[config.mk]
export PLATFORM = sky130hd
export DESIGN_NAME = pc_sequencer
export DESIGN_NICKNAME = d
export VERILOG_FILES = /design/src/rtl/pc_sequencer.sv
export SDC_FILE = /design/constraint.sdc
export NUM_CORES = 1
export LEC_CHECK = 0
export CELL_PAD_IN_SITES_DETAIL_PLACEMENT = 0
export CELL_PAD_IN_SITES_GLOBAL_PLACEMENT = 2
export CORE_MARGIN = 4
export CORE_UTILIZATION = 27
export DETAILED_ROUTE_END_ITERATION = 6
export PLACE_DENSITY = 0.78
export SYNTH_ARGS = -nofsm -noshare
export SYNTH_HDL_FRONTEND = slang
export SYNTH_SLANG_ARGS = --single-unit
[constraint.sdc]
create_clock -name clk -period 5.7 [get_ports clk]
set_input_delay 1.425 -clock clk [delete_from_list [all_inputs] [get_ports clk]]
set_output_delay 1.425 -clock clk [all_outputs]
set_load 0.02 [all_outputs]
[src/rtl/pc_sequencer.sv]
// pc_sequencer: owns the program counter and the fetch->execute instruction
// register. Redirects fetch on taken branches (squashing the wrong-path
// fetch), holds the front end while EX is busy, stops on halt, and counts
// retired instructions.
module pc_sequencer #(
    parameter logic [31:0] RESET_PC = 32'h0000_0000,
    parameter int          IMEM_AW  = 10
) (
    input  logic               clk,
    input  logic               res,
    input  logic [31:0]        imem_rdata,
    input  logic               br_take_EX,
    input  logic [31:0]        br_target_EX,
    input  logic               stall_req,
    input  logic               halt_req,
    output logic [31:0]        pc_F,
    output logic [IMEM_AW-1:0] imem_addr,
    output logic [31:0]        instruction_EX,
    output logic [31:0]        pc_EX,
    output logic               valid_EX,
    output logic               halted,
    output logic [31:0]        retired
);

    localparam logic [31:0] NOP = 32'h0000_0013;

    typedef enum logic {S_RUN = 1'b0, S_HALT = 1'b1} state_t;

    state_t      r_state;
    logic [31:0] r_pc_F;
    logic [31:0] r_instr_EX;
    logic [31:0] r_pc_EX;
    logic        r_valid_EX;
    logic        r_halted;
    logic [31:0] r_retired;

    // Requests only count when the EX slot holds a real instruction.
    logic        w_halt;
    logic        w_stall;
    logic        w_redirect;
    logic [31:0] w_target;
    logic [31:0] w_pc_inc;

    assign w_halt     = r_valid_EX & halt_req;
    assign w_stall    = r_valid_EX & stall_req;
    assign w_redirect = r_valid_EX & br_take_EX;
    // Low two target bits are dropped so fetch stays word aligned.
    assign w_target   = br_target_EX & ~32'h0000_0003;
    assign w_pc_inc   = r_pc_F + 32'd4;

    // Sequencer FSM: halt > stall > redirect > normal fetch while running.
    always_ff @(posedge clk or posedge res) begin
        if (res) begin
            r_state    <= S_RUN;
            r_pc_F     <= RESET_PC;
            r_instr_EX <= NOP;
            r_pc_EX    <= 32'd0;
            r_valid_EX <= 1'b0;
            r_halted   <= 1'b0;
            r_retired  <= 32'd0;
        end else begin
            case (r_state)
                S_RUN: begin
                    if (w_halt) begin
                        // The halt instruction itself retires; fetch freezes.
                        r_state    <= S_HALT;
                        r_halted   <= 1'b1;
                        r_retired  <= r_retired + 32'd1;
                        r_valid_EX <= 1'b0;
                        r_instr_EX <= NOP;
                    end else if (w_stall) begin
                        // Hold everything; a branch in EX is re-evaluated on release.
                    end else if (w_redirect) begin
                        // Branch retires; the fetch already in flight is squashed.
                        r_pc_F     <= w_target;
                        r_instr_EX <= NOP;
                        r_valid_EX <= 1'b0;
                        r_retired  <= r_retired + 32'd1;
                    end else begin
                        r_instr_EX <= imem_rdata;
                        r_pc_EX    <= r_pc_F;
                        r_valid_EX <= 1'b1;
                        r_pc_F     <= w_pc_inc;
                        r_retired  <= r_retired + {31'd0, r_valid_EX};
                    end
                end
                S_HALT: begin
                    // Only reset leaves HALT.
                    r_valid_EX <= 1'b0;
                end
                default: r_state <= S_RUN;
            endcase
        end
    end

    assign pc_F           = r_pc_F;
    assign imem_addr      = r_pc_F[IMEM_AW+1:2];
    assign instruction_EX = r_instr_EX;
    assign pc_EX          = r_pc_EX;
    assign valid_EX       = r_valid_EX;
    assign halted         = r_halted;
    assign retired        = r_retired;

endmodule

==> out/results.txt <==
Post-synthesis mux area share: 0.9646%
Mapped Cells: 697
PD cells: 415.5 nW/um^2
Seq/Total Area, Yosys: 50.06%
YS warnings: 0
Delay-heaviest family, CP: simple AND/OR/NAND/NOR gates
Final cycle utilization of the critical path: 64.12%
Count of different cell masters after synthesis: 61
Design Power: 3807 uW
Final Cell Area: 9161 sq um
DRC Markers: 0
Setup TNS: 0 ns
Max-slew violation count: 0
N_diodes: 0
Boundary Pins: 209
Setup violations, final: 0
Simple-Gate Fraction of Synth Area: 28.44%
DRT iter0 DRCs: 326
Outcome: complete, no violations
GR peak layer: met2
Worst slew margin: 27.98%
Share of cells above drive strength 1: 7.022%
CTS tree: done
Met3 GRT Util: 5.588%
Post-route ant nets: 0
Setup Skew: 0.01165 ns
Critical Path RT: 6.02 ns
Worst-path cell chain: clkdlybuf4s50_1, o21a_1, nor2_2, buf_4, nor2_1, a221oi_1
Vias: 5711
Synth Area in Compound Gates: 9.744%
Chip height: 161.4 microns
WL final: 20260 microns
Gr ovfl total: 0
Worst slew pin tran: 1.079 ns
Clock transition at path regs: 0.06 ns
Adder-Cell Fraction of Synth Area: 0.7874%
Leak pwr: 0.004107 uW
Number of port buffers: 202
Clock sinks: 127
Startpoint class of the critical path: primary input
Setup crit end kind: register
Slowest stage cell, crit path: nor2_2
CP Max Fanout: 23
Main synth FF type: dfrtp_1
Max_cap viols: 0
Die W: 161.4 microns
CTS root buf: clkbuf_16
Max IR drop VDD: 0.1806 mV
Placed instance area: 8566 sq um
Clk buf depth: 2
Post-cts gate resize count: 0
Htree depth: 4
Largest family of logic cells by synthesized area: simple AND/OR/NAND/NOR gates
Synth async-reset ratio: 100.0%
Hold crit path type: register to register
EDFF count, synth: 0
Fin worst setup slack: 2.045 ns
Detail Placement HPWL: 13600 microns
Wire length per cell: 16.94 microns
Worst Path Arrival: 3.97 ns
Number of global-route vias before repair: 5828
Largest net degree at the start of global routing: 90
Initial Utilization: 27.74%
Pre-CTS setup slack: 1.584 ns
GP Congestion: 0.7672
CP Buf/Inv Count: 2
Crit Path Class: primary input to register
CTS Buf Count: 17
FMAX: 273.6 MHz
Number of failing hold endpoints at the final stage: 0
Initial antenna violation count: 2
Layout Nets: 943
Mean Syn Cell Area: 9.119 sq um
Drt pass-1 iters: 5
Post-CTS Setup Inserts: 0
XOR/XNOR Fraction of Synth Area: 4.134%
Cts hold-fix bufs: 0
Final Critical Period: 3.655 ns
Clock latency on the worst-skew pair: 0.42 ns
RSZ-0062 raised after global routing: no
Met1 GRT Util: 19.95%
Overall routing resource usage: 15.55%
First-pass GRT wire length: 32710 microns
Met2 global-route usage: 24.99%
Die area: 26060 sq um
Vias/cell: 4.775
Core outline area: 22920 sq um
Synthesized area: 6356 sq um
Row count: 55
Synth Register Bits: 127
CP peak stage delay: 0.89 ns
Syn-to-layout area delta: 44.13%
## tightest hold or removal path, stage by stage (launching register included)
cell,delay (ns)
dfrtp_1,0.34
nand2_1,0.05
nand2_1,0.04
## cells in the final DEF (no fill, tap or decap), types with 3 or more instances in the layout
cell             instances
o22ai_1                  5
a31oi_1                  5
a211oi_1                 5
and3_1                  16
xnor2_1                  3
ha_1                     4
nand4_1                 19
mux2i_1                  5
a21o_1                   3
a2bb2oi_1                6
nand2b_1                 6
inv_1                   10
nand2_1                172
nand3_1                 51
clkdlybuf4s50_1        202
clkbuf_16               17
bufinv_16                3
clkinvlp_4               3
o21ai_0                 15
a311oi_1                 4
or4_1                    7
buf_4                   14
dfstp_2                  3
and4_1                  14
nor4b_1                  3
o211ai_1                 3
conb_1                   4
xor2_1                  27
and2_1                   7
dfrtp_1                124
clkinv_2                 3
inv_6                    3
a21oi_1                 16
nor3_1                  17
a221oi_1                 3
nor4_1                  16
nor2_1                  24
o31ai_1                  3
## metrics by stage
step	hold WS, ns	utilization, %	std cells
5_1_grt	0.4771	39.98	1196
4_1_cts	0.4686	39.98	1196
3_3_place_gp	0.4478	37.38	1164
6_report	0.4631	39.98	1196
3_5_place_dp	0.4548	37.38	1164
2_1_floorplan	0.5316	-	700
## per-layer routing
| layer | part of all wire (%) | wire length [microns] |
|---|---|---|
| met3 | 7.8 | 1582 |
| met5 | 0.079 | 16 |
| met1 | 44 | 8929 |
| met4 | 1.3 | 269 |
| met2 | 47 | 9465 |
## state kept, by name, summed over array words and instances (netlist names)
register	count
instruction_EX	32
pc_EX	30
halted	1
valid_EX	1
retired	32
pc_F	30
r_state	1
## synthesized netlist by cell type (2+ instances only)
cell	count	area share, %
inv_1	11	0.65
a21oi_1	16	1.3
buf_4	16	1.9
and4_1	14	1.9
a311oi_1	4	0.55
mux2i_1	5	0.79
xor2_1	27	3.7
o22ai_1	5	0.49
o31ai_1	3	0.35
dfstp_2	3	1.2
ha_1	4	0.79
clkbuf_1	26	1.5
or2_2	2	0.20
buf_1	4	0.24
nor4b_1	3	0.41
a221oi_1	3	0.41
nor4_1	16	1.6
a2bb2oi_1	6	0.83
nor2_1	24	1.4
a211oi_1	5	0.59
xnor2_1	3	0.41
a21o_1	3	0.35
and2_1	7	0.69
and3_1	16	1.6
nand4_1	19	1.9
nor3b_1	2	0.24
a22oi_1	2	0.24
dfrtp_1	124	49
o21ai_0	15	1.2
a31oi_1	5	0.49
nand2b_1	6	0.59
a41oi_1	2	0.28
nor2b_1	3	0.30
nor4_4	2	0.67
nor3_1	17	1.3
nand2_1	172	10
or4_1	7	0.83
a31o_2	2	0.28
o311ai_0	2	0.28
o211ai_1	3	0.35
nand3_1	51	4.0
buf_2	18	1.4
## report_power, final
part / switching [uW] / internal [uW]
clock: 438 / 689
combinational: 706 / 621
sequential: 219 / 1130
## logic make-up after synthesis
kind of cell | count (synthesis)
DFF | 127
buffers and inverters | 76
adders and majority gates | 4
xor gates and xnor gates | 30
and+or+nand+nor | 366
AOI/OAI and AO/OA | 87
other | 1
muxes | 6
## final timing paths
| path | from | cells after the start | slack, ns | endpoint |
|---|---|---|---|---|
| max | halt_req | 6 | 2.05 | pc_F[11]$_DFFE_PP0P_ |
| min in group asynchronous | res | 2 | 1.58 | retired[27]$_DFFE_PP0P_ |
| min | instruction_EX[17]$_DFFE_PP0P_ | 2 | 0.46 | instruction_EX[17]$_DFFE_PP0P_ |
| min reg2reg | instruction_EX[17]$_DFFE_PP0P_ | 2 | 0.46 | instruction_EX[17]$_DFFE_PP0P_ |
| max in group asynchronous | res | 3 | 3.22 | instruction_EX[1]$_DFFE_PP1P_ |
| max reg2reg | valid_EX$_DFFE_PP0P_ | 5 | 3.18 | pc_F[11]$_DFFE_PP0P_ |
## area by class of cell
class	instances	area (sq um)
fill	2326	13750
sequential	127	3182
multi-input combinational	497	2819
timing repair buffer	216	2127
clock buffer	19	432.9
tap	313	391.6
clock inverter	13	162.7
inverter	11	46.29
No activity file was read; power rests on OpenSTA's default activity.
